<file path="src/rtl/max_pool_2x2.sv">
`default_nettype none
// ============================================================================
// Module   : max_pool_2x2
// Brief    : Streaming 2x2 / stride-2 signed max-pool with a half-width line
//            buffer holding the horizontal maxima of each even row.
// Revision : 1.0 - initial release
// ============================================================================
module max_pool_2x2 #(
  parameter int bitwidth  = 8,
  parameter int mapWidth  = 9,
  parameter int mapHeight = 9
) (
  input  logic                clock,
  input  logic                reset,
  input  logic [bitwidth-1:0] data_in,
  input  logic                isValid_in,
  output logic [bitwidth-1:0] data_out,
  output logic                isValid_out,
  output logic                frameEnd_out
);

  localparam int outWidth  = mapWidth / 2;
  localparam int outHeight = mapHeight / 2;

  localparam int c_COL_W  = $clog2(mapWidth);
  localparam int c_ROW_W  = $clog2(mapHeight);
  localparam int c_ADDR_W = (outWidth > 1) ? $clog2(outWidth) : 1;

  localparam logic [c_COL_W-1:0] c_COL_LAST     = c_COL_W'(mapWidth - 1);
  localparam logic [c_ROW_W-1:0] c_ROW_LAST     = c_ROW_W'(mapHeight - 1);
  localparam logic [c_COL_W-1:0] c_COL_WIN_LAST = c_COL_W'(2 * outWidth - 1);
  localparam logic [c_ROW_W-1:0] c_ROW_WIN_LAST = c_ROW_W'(2 * outHeight - 1);
  localparam bit                 c_ODD_W        = (mapWidth % 2) != 0;
  localparam bit                 c_ODD_H        = (mapHeight % 2) != 0;

  logic [c_COL_W-1:0]  r_col;
  logic [c_ROW_W-1:0]  r_row;
  logic [bitwidth-1:0] r_pair;
  logic [bitwidth-1:0] r_line_buf [outWidth];

  logic                w_col_used;
  logic                w_row_used;
  logic [c_ADDR_W-1:0] w_addr;
  logic [bitwidth-1:0] w_hmax;
  logic [bitwidth-1:0] w_vmax;
  logic                w_store_pair;
  logic                w_write_lb;
  logic                w_emit;
  logic                w_last_win;

  function automatic logic [bitwidth-1:0] smax(input logic [bitwidth-1:0] a,
                                               input logic [bitwidth-1:0] b);
    return ($signed(a) > $signed(b)) ? a : b;
  endfunction

  // The trailing column/row of an odd-sized map never belongs to a window.
  assign w_col_used = !(c_ODD_W && (r_col == c_COL_LAST));
  assign w_row_used = !(c_ODD_H && (r_row == c_ROW_LAST));

  assign w_addr = c_ADDR_W'(r_col >> 1);
  assign w_hmax = smax(r_pair, data_in);
  assign w_vmax = smax(r_line_buf[w_addr], w_hmax);

  assign w_store_pair = isValid_in && !r_col[0] && w_col_used;
  assign w_write_lb   = isValid_in &&  r_col[0] && !r_row[0] && w_row_used;
  assign w_emit       = isValid_in &&  r_col[0] &&  r_row[0] && w_row_used;
  assign w_last_win   = (r_col == c_COL_WIN_LAST) && (r_row == c_ROW_WIN_LAST);

  always_ff @(posedge clock or posedge reset) begin
    if (reset) begin
      r_col        <= '0;
      r_row        <= '0;
      r_pair       <= '0;
      data_out     <= '0;
      isValid_out  <= 1'b0;
      frameEnd_out <= 1'b0;
    end else begin
      isValid_out  <= 1'b0;
      frameEnd_out <= 1'b0;
      if (isValid_in) begin
        if (r_col == c_COL_LAST) begin
          r_col <= '0;
          r_row <= (r_row == c_ROW_LAST) ? '0 : r_row + 1'b1;
        end else begin
          r_col <= r_col + 1'b1;
        end
      end
      if (w_store_pair) begin
        r_pair <= data_in;
      end
      if (w_emit) begin
        data_out     <= w_vmax;
        isValid_out  <= 1'b1;
        frameEnd_out <= w_last_win;
      end
    end
  end

  // Every entry is written on an even row before the odd row reads it,
  // so the buffer needs no reset.
  always_ff @(posedge clock) begin
    if (w_write_lb) begin
      r_line_buf[w_addr] <= w_hmax;
    end
  end

endmodule
`default_nettype wire

</file>
<file path="config.mk">
export PLATFORM = sky130hd
export DESIGN_NAME = max_pool_2x2
export DESIGN_NICKNAME = d
export VERILOG_FILES = /design/src/rtl/max_pool_2x2.sv
export SDC_FILE = /design/constraint.sdc
export NUM_CORES = 1
export LEC_CHECK = 0
export BUFFER_PORTS_ARGS = -buffer_cell sky130_fd_sc_hd__buf_2
export CAP_MARGIN = 20
export CORE_MARGIN = 2
export CORE_UTILIZATION = 30
export DETAILED_ROUTE_END_ITERATION = 8
export GPL_TIMING_DRIVEN = 0
export SYNTH_ARGS = -nofsm -noshare
export SYNTH_HDL_FRONTEND = slang
export SYNTH_SLANG_ARGS = --single-unit
</file>
<file path="constraint.sdc">
create_clock -name clock -period 3.75 [get_ports clock]
set_clock_uncertainty 0.05 [all_clocks]
set_input_delay 0 -clock clock [delete_from_list [all_inputs] [get_ports clock]]
set_output_delay 0 -clock clock [all_outputs]
set_load 0.005 [all_outputs]
</file>
==> results.toml, run 1 <==
[pwr]
power_switching_w = 0.001186
p_int_w = 0.001924
peakVddDrop_mv = 0.3665
p_per_area_nw_per_um2 = 851.6
total_power_w = 0.003110
power_frac_clock_pct = 15.0
p_comb_share_pct = 52.6
p_seq_share_pct = 32.4
netSwitchingFraction_pct = 38.13
leakage_nw = 1.522

[setup_path]
cpPeakStageDelay_ns = 0.47
path_cells = "ha_4 > nand4_1 > a211oi_2 > a311oi_2 > mux2_4 > mux2_4 > inv_1 > ha_4 > or4b_4 > a21oi_4 > a31oi_4 > and3_1 > a221o_1"
required_ns = 3.91
r2r_start = "r_pair[5]"
crit_cells = 13
critPathCaptureType = "flop"
crit_slowest_cell = "or4b_4"
startpoint = "r_pair[5]"
crit_family = "compound AO/OA/AOI/OAI gates"
critPathKind = "flop to flop"
r2r_end = "data_out[4]"
crit_arrival_ns = 3.81
worstPathMaxFanout = 7
cp.buffers_inverters = 1
start_kind = "flop"
reg2regPathDepth = 13
regToRegSetupSlack_ns = 0.10
crit_end = "data_out[4]"

[timing]
worst_pin_slew_ns = 0.6684
hold_viol = 0
drv_slew = 0
fmax_mhz = 274.0
setup_viol = 0
slew_headroom_pct = 55.24
fin_hold_ws_ns = 0.02795
period_needed_ns = 3.650
fin_crit_sh_pct = 97.33

[synthesis]
seq_area_frac_synth_pct = 56.05
syn_nets = 254
yosysWarnings = 0
avgSynthCellArea_um2 = 12.89
ys_ff_latch = 58
syn-instance-count = 223
yosysUniqueCellTypes = 34
netlist_area_um2 = 2875

[cts]
path_clk_slew_ns = 0.06
clk_latency_ns = 0.33
htree_levels = 3
clock_path_buffers = 2
cts-buffers-inserted = 9
cts_root_buf = "clkbuf_8"
tritoncts = "built"
cts_num_sinks = 58

[drt]
postRouteAntennaNets = 0
wl_per_cell_um = 14.04
drt-total-wl_mm = 5.714
drt-initial-drc-count = 59
avgViaCountPerCell = 4.651
num_vias = 1893
drc = 0
drtPass1Iterations = 4

[place]
postPlaceCellArea_um2 = 3187
port_buffers = 19
gp_routability_congestion = 0.7711
hpwl_mm = 4.019
numPlacedInstances = 374

[global_route]
grt-ovfl-total = 0
grt_pass1_wl_mm = 8.956
grtUsageTotal_pct = 11.35
grt_max_degree = 17
grt_pass1_vias = 1820
antenna_found_initial = 0

[die]
fp.dieH_um = 101.9
ios = 21
core_um2 = 9284
die_x_um = 101.9
rows = 35
start_util_pct = 30.97
die_area_um2 = 10380

[finish]
areaGrowthSynthToFinish_pct = 27.02
fill_cells = 898
layout_common_cells = "edfxtp_1 (32), dfrtp_1 (26), inv_1 (24)"
final_layout_size_suffix_gt1_share_pct = 30.22
stdcell_area_um2 = 3652
instances_no_fill = 407
n_antenna_cell = 0
fin_nets = 304
final_common_cell = "edfxtp_1"

[run_status]
outcome = "complete, no violations"

[run]
max_cap_violations = 0

[hold_path]
hold_path.class = "input port to flop"
routing by layer:
| metal | routed length, um | track usage, % |
|---|---|---|
| met5 | 0 | 0 |
| met1 | 2702 | 14.47 |
| met3 | 221 | 4.104 |
| met2 | 2722 | 18.37 |
| met4 | 68 | 3.077 |
worst min-delay path by stage:
stage	from	to	slack [ns]	cells after the start
3_3_place_gp	data_in[0]	r_pair[0]	0.24	2
6_report	isValid_in	r_col[1]	0.03	3
4_1_cts	isValid_in	r_col[1]	0.02	3
5_1_grt	isValid_in	r_col[1]	0.08	3
2_1_floorplan	reset	data_out[0]	-0.01	1
3_5_place_dp	reset	r_col[0]	0.03	2
through the flow:
step / setup WS (ns) / utilization [%] / TNS (ns)
6_report: 0.1001 / 39.34 / 0
3_5_place_dp: -0.2333 / 34.33 / -1.640
2_1_floorplan: 0.2367 / - / 0
3_3_place_gp: -0.2185 / 33.73 / -1.520
4_1_cts: 0.01949 / 37.24 / 0
5_1_grt: -0.03739 / 39.34 / -0.09240
cell families (layout without fill, tap and decap cells):
| group | count (synthesis) | after routing | share of synthesized area [%] |
|---|---|---|---|
| DFF | 58 | 58 | 56.05 |
| buffers and inverters | 32 | 86 | 4.220 |
| muxes | 20 | 20 | 12.14 |
| and+or+nand+nor | 54 | 54 | 9.530 |
| AOI/OAI and AO/OA | 38 | 39 | 9.052 |
| xor gates and xnor gates | 1 | 1 | 0.3047 |
| adders and majority gates | 20 | 20 | 8.703 |
synthesized netlist by cell type:
library cell / number / area [um^2]
edfxtp_1: 32 / 960.9
dfrtp_1: 26 / 650.6
inv_1: 26 / 97.59
ha_1: 20 / 250.2
nand2_1: 19 / 71.32
o21ai_0: 15 / 75.07
and3_1: 10 / 62.56
mux2_4: 9 / 135.1
a221o_1: 8 / 80.08
mux4_2: 8 / 180.2
a21oi_1: 7 / 35.03
nor2_1: 6 / 22.52
clkbuf_1: 4 / 15.01
nand3_1: 4 / 20.02
mux2_2: 3 / 33.78
nand4_1: 3 / 18.77
nor4_1: 3 / 18.77
nand2b_1: 2 / 12.51
nor2b_1: 2 / 12.51
nor3_1: 2 / 10.01
a211oi_2: 1 / 12.51
a22o_1: 1 / 8.760
a311oi_1: 1 / 8.760
a31oi_1: 1 / 6.260
and2_1: 1 / 6.260
buf_1: 1 / 3.750
buf_2: 1 / 5.000
nand4b_1: 1 / 8.760
o2111ai_1: 1 / 8.760
o211ai_1: 1 / 7.510
o21a_1: 1 / 7.510
o32a_1: 1 / 10.01
or4b_1: 1 / 10.01
xnor2_1: 1 / 8.760
timing repair:
| action | in CTS | in global routing |
|---|---|---|
| hold buffers | 9 | 0 |
| gates resized for setup | 5 | 19 |
| endpoints found under the hold margin | 22 | 0 |
| cloned | 0 | 1 |
| setup endpoints to repair | 8 | 8 |
| buffers inserted | 0 | 7 |
| pin swaps | 1 | 8 |
area by class of cell:
class | count | area, um^2 | share of cell area (%)
Buffer | 6 | 23.77 | 0.6509
Timing Repair Buffer | 38 | 280.3 | 7.674
Multi-Input combinational cell | 134 | 1324 | 36.25
Clock buffer | 12 | 135.1 | 3.700
Inverter | 26 | 97.59 | 2.672
Tap cell | 129 | 161.4 | 4.419
Clock inverter | 4 | 18.77 | 0.5139
Sequential cell | 58 | 1612 | 44.12
registers in the layout, indices dropped and copies added, names as in the netlist:
signal,flops
r_row,4
r_pair,8
r_col,4
data_out,8
frameEnd_out,1
isValid_out,1
r_line_buf,32
worst register-to-register path, delay by kind of cell (launching register included):
family | cells | cell delay [ns]
muxes | 2 | 0.74
AOI/OAI and AO/OA | 5 | 0.94
adders and majority gates | 2 | 0.46
DFF | 1 | 0.42
and+or+nand+nor | 3 | 0.81
buffers and inverters | 1 | 0.11
power groups by stage:
stage	logic (W)	clock network [W]	registers (W)
after global placement	0.00118	0	0.00101
after CTS	0.00130	0.000485	0.00100
after global routing	0.00181	0.000512	0.00103
final	0.00164	0.000468	0.00101
after floorplan	0.000906	0	0.000994
after detailed placement	0.00122	0	0.00102
No activity file was read; power rests on OpenSTA's default activity.
==> run 2, diff against run 1 <==
- CORE_UTILIZATION: 30 -> 35
- PLACE_DENSITY_LB_ADDON: not set -> 0.08
==> run 2 against run 1 <==
  * Core utilization up 6.1 points
  * Clock power rose by 23%
  * Register-to-register slack got worse by 0.03 ns
  * Largest power group unchanged
  * Critical path type unchanged
  * Sequential power hardly changed
  * Highest routed layer unchanged
  * Via count rose by 1.3%
  * Wire length is 6.4% higher
  * Final cell count fell by 5.7%
==> results.toml, run 2 (same netlist as run 1, synthesis figures left out) <==
[timing]
slew_headroom_pct = 54.10
setup_viol = 0
drv_slew = 0
worst_pin_slew_ns = 0.6855
period_needed_ns = 3.679
hold_viol = 0
fin_crit_sh_pct = 98.10
fin_hold_ws_ns = 0.02770
fmax_mhz = 271.8

[drt]
drtPass1Iterations = 4
num_vias = 1917
drc = 0
avgViaCountPerCell = 4.992
postRouteAntennaNets = 0
wl_per_cell_um = 15.84
drt-initial-drc-count = 83
drt-total-wl_mm = 6.081

[setup_path]
start_kind = "flop"
crit_family = "compound AO/OA/AOI/OAI gates"
cpPeakStageDelay_ns = 0.42
reg2regPathDepth = 14
cp.buffers_inverters = 1
critPathCaptureType = "flop"
critPathKind = "flop to flop"
required_ns = 3.92
crit_arrival_ns = 3.85
r2r_start = "r_pair[5]"
path_cells = "ha_4 > nand4_1 > a211oi_2 > a311oi_2 > mux2_4 > mux2_4 > inv_1 > ha_1 > nor2b_1 > o21a_1 > o2111ai_2 > a31oi_2 > and3_1 > a221o_1"
crit_slowest_cell = "dfrtp_1"
r2r_end = "data_out[6]"
regToRegSetupSlack_ns = 0.07
cp_common_cell = "mux2_4"
worstPathMaxFanout = 7

[finish]
final_common_cell = "edfxtp_1"
multi_input_comb_area_um2 = 1325
n_antenna_cell = 0
top_regs = "r_line_buf (32), data_out (8), r_pair (8)"
areaGrowthSynthToFinish_pct = 27.89
largest_reg_flops = 32
fin_nets = 305
final_layout_size_suffix_gt1_share_pct = 33.33
layout_common_cells = "edfxtp_1 (32), dfrtp_1 (26), inv_1 (23)"
seq_area_um2 = 1612
stdcell_area_um2 = 3677
fin_util_pct = 45.44
fill_cells = 805
largest_register = "r_line_buf"

[pwr]
p_per_area_nw_per_um2 = 887.9
peakVddDrop_mv = 0.3310
leakage_nw = 1.541

[global_route]
grt_use_met2_pct = 21.87
grtUsageTotal_pct = 14.28
met3_usage_pct = 3.192
grt-busiest-layer = "met2"
antenna_found_initial = 0
grt_max_degree = 16
grt-ovfl-total = 0
grt_pass1_wl_mm = 9.218
grt_pass1_vias = 1858
use_met1_pct = 18.76

[cts]
path_clk_slew_ns = 0.07
htree_levels = 3
clk_latency_ns = 0.34
cts_num_sinks = 58
tritoncts = "built"
cts_root_buf = "clkbuf_8"
cts-buffers-inserted = 9
clock_path_buffers = 2

[place]
gp_routability_congestion = 0.7688
port_buffers = 19
hpwl_mm = 4.107
postPlaceCellArea_um2 = 3157

[die]
rows = 33
ios = 21
fp.dieH_um = 94.64
start_util_pct = 35.53
die_area_um2 = 8956
core_um2 = 8093
die_x_um = 94.64

[run_status]
outcome = "complete, no violations"

[hold_path]
holdPathEnd = "r_col[1]"
hold_depth = 3
hold_path.class = "input port to flop"
hold_path.startpoint = "isValid_in"

[run]
max_cap_violations = 0
[run 2: cell count changes in the layout (fill, tap and decap cells not counted), sizes merged]
cell	delta
clkbuf	-3
clkinvlp	+2
clkinv	-1
bufinv	+1
buf	+1
inv	+1
[run 2: final cells by class]
class | instances | share of cell area, %
plain buffers | 6 | 0.6465
clock buffers | 9 | 3.368
clock inverters | 7 | 1.871
inverters | 26 | 2.654
multi-input cells | 134 | 36.03
flip-flops and latches | 58 | 43.82
well taps | 105 | 3.573
repair buffers | 39 | 8.030
[run 2: worst max-delay path by stage]
stage                    from           to  slack (ns)  cells after the start
floorplan           r_pair[5]  data_out[0]        0.24                     14
global placement    r_pair[5]  data_out[0]       -0.34                     14
detailed placement  r_pair[5]  data_out[0]       -0.36                     14
CTS                 r_pair[5]  data_out[4]       0.002                     14
global route        r_pair[5]  data_out[6]       -0.06                     14
finish              r_pair[5]  data_out[6]        0.07                     14
[run 2: through the flow]
stage | power [W] | TNS, ns | instances | setup slack [ns]
after floorplan | 0.001900 | 0 | 223 | 0.2367
after global placement | 0.002237 | -2.544 | 347 | -0.3449
after detailed placement | 0.002251 | -2.753 | 350 | -0.3633
after CTS | 0.002938 | 0 | 378 | 0.001647
after global routing | 0.003489 | -0.2896 | 384 | -0.06029
final | 0.003265 | 0 | 384 | 0.07140
[run 2: timing repair]
item	in CTS	in global routing
hold buffers	9	0
endpoints found under the setup margin	8	8
endpoints found under the hold margin	45	0
cloned	0	1
resized for setup	5	24
pin swaps	1	10
setup buffers	3	5
[run 2: power breakdown]
| part | switching, W | leakage, nW | total, W | internal (W) |
|---|---|---|---|---|
| clock | 0.000270 | 0.0954 | 0.000575 | 0.000305 |
| combinational | 0.000869 | 0.825 | 0.00168 | 0.000814 |
| sequential | 0.000104 | 0.620 | 0.00101 | 0.000902 |
| total | 0.00124 | 1.54 | 0.00327 | 0.00202 |
[run 2: worst min-delay path, stage by stage]
cell and delay, ns:
clkbuf_1 0.19, nand2_1 0.11, o21ai_0 0.07
[run 2: routing by layer]
metal	wire length, um	up-vias
met5	0	-
met3	170	9
met4	135	0
met2	2807	30
li1	-	936
met1	2968	942
==> run 3, diff against run 2 <==
- CORE_UTILIZATION: 35 -> 39
==> run 3 against run 2 <==
  * Combinational power up 7%
  * Final area up 2.7%
  * Maximum frequency up 1.6%
  * Final cell count down 0.52%
  * Sequential power about the same
  * Highest routed layer unchanged
  * Register-to-register slack better by 0.06 ns
==> results.toml, run 3 (same netlist as run 1, synthesis figures left out) <==
[die]
die_area_um2 = 8076
core_um2 = 7214
ios = 21
fp.dieH_um = 89.87
rows = 31
start_util_pct = 39.85
die_x_um = 89.87

[setup_path]
required_ns = 3.92
regToRegSetupSlack_ns = 0.13
crit_arrival_ns = 3.79
critPathCaptureType = "flop"
start_kind = "flop"
worstPathMaxFanout = 7
critPathKind = "flop to flop"
r2r_end = "data_out[6]"
reg2regPathDepth = 13
r2r_start = "r_pair[2]"

[cts]
tritoncts = "built"
clock_path_buffers = 2
cts_root_buf = "clkbuf_8"
cts-buffers-inserted = 9
path_clk_slew_ns = 0.07
clk_latency_ns = 0.34
htree_levels = 3
cts_num_sinks = 58

[finish]
final_common_cell = "edfxtp_1"
largest_register = "r_line_buf"
layout_common_cells = "edfxtp_1 (32), dfrtp_1 (26), inv_1 (22)"
seq_area_um2 = 1612
fin_nets = 309
largest_reg_flops = 32
top_regs = "r_line_buf (32), data_out (8), r_pair (8)"
areaGrowthSynthToFinish_pct = 31.29
stdcell_area_um2 = 3775
instances_no_fill = 382
n_antenna_cell = 0
fill_cells = 651
final_layout_size_suffix_gt1_share_pct = 34.28
multi_input_comb_area_um2 = 1356

[pwr]
total_power_w = 0.003491
p_per_area_nw_per_um2 = 924.9
peakVddDrop_mv = 0.3705
leakage_nw = 1.580

[drt]
drtPass1Iterations = 4
drc = 0
drt-total-wl_mm = 5.927
drt-initial-drc-count = 148
num_vias = 1921
postRouteAntennaNets = 0
wl_per_cell_um = 15.52
avgViaCountPerCell = 5.029

[timing]
setup_viol = 0
worst_pin_slew_ns = 0.6660
drv_slew = 0
fmax_mhz = 276.1
fin_setup_tns_ns = 0
period_needed_ns = 3.622
timing.final.ws_setup_ns = 0.1276
fin_crit_sh_pct = 96.60
hold_viol = 0
slew_headroom_pct = 55.41

[place]
gp_routability_congestion = 0.7021
port_buffers = 19
hpwl_mm = 3.911
pre_cts_slack_ns = -0.2914
numPlacedInstances = 343
postPlaceCellArea_um2 = 3122

[hold_path]
hold_path.class = "input port to flop"
holdPathEnd = "r_col[1]"
hold_depth = 3
hold_path.startpoint = "isValid_in"

[global_route]
grt_pass1_vias = 1804
grtUsageTotal_pct = 15.02
antenna_found_initial = 0
grt_pass1_wl_mm = 9.280
grt-ovfl-total = 0
grt_max_degree = 27

[run]
max_cap_violations = 0

[run_status]
outcome = "complete, no violations"
[run 3: power by group]
| part | internal, W | leakage [nW] | switching (W) | total, W |
|---|---|---|---|---|
| combinational | 0.000898 | 0.845 | 0.000896 | 0.00179 |
| clock | 0.000441 | 0.115 | 0.000251 | 0.000692 |
| sequential | 0.000903 | 0.620 | 0.000102 | 0.00101 |
[run 3: cell type report]
class | count | area share [%]
multi-input cells | 134 | 35.93
clock buffers | 11 | 3.480
inverters | 26 | 2.652
plain buffers | 6 | 0.6298
repair buffers | 43 | 8.618
flip-flops and latches | 58 | 42.69
clock inverters | 5 | 2.718
well taps | 99 | 3.281
[run 3: timing repair]
action                                  4_1_cts  5_1_grt
setup buffers                                 1       11
hold buffers                                  9        0
gates resized for setup                       5       29
pin swaps                                     1       14
endpoints found under the hold margin        51        0
endpoints found under the setup margin        8        8
gates cloned                                  0        1
[run 3: metal layers]
layer / up-vias / wire (um) / global-route usage, %
met2: 36 / 2715 / 22.35
met5: - / 0 / 0
met4: 0 / 114 / 7.308
met3: 9 / 148 / 2.934
li1: 943 / - / -
met1: 933 / 2949 / 21.17
[run 3: worst max-delay path, stage by stage, from the launching register on]
cell	delay, ns
dfrtp_1	0.40
ha_1	0.30
nand4_1	0.18
a211oi_2	0.06
a311oi_2	0.27
mux2_4	0.40
mux2_4	0.26
inv_1	0.05
ha_1	0.22
or4b_4	0.53
a21oi_4	0.18
a31oi_4	0.15
and3_4	0.21
a221o_1	0.25
[run 3: worst max-delay path by stage]
stage / from / to / slack [ns] / cells past startpoint
final: r_pair[2] / data_out[6] / 0.13 / 13
after detailed placement: r_pair[5] / data_out[0] / -0.29 / 14
after global routing: r_pair[2] / data_out[6] / -0.02 / 13
after floorplan: r_pair[5] / data_out[0] / 0.24 / 14
after CTS: r_pair[5] / data_out[4] / 0.02 / 14
after global placement: r_pair[5] / data_out[0] / -0.26 / 14
[run 3: through the flow]
stage	utilization, %	hold slack, ns
CTS	48.23	0.01860
floorplan	-	-0.009983
global route	52.32	0.06112
finish	52.32	0.04064
detailed placement	43.27	0.2250
global placement	42.89	0.2234
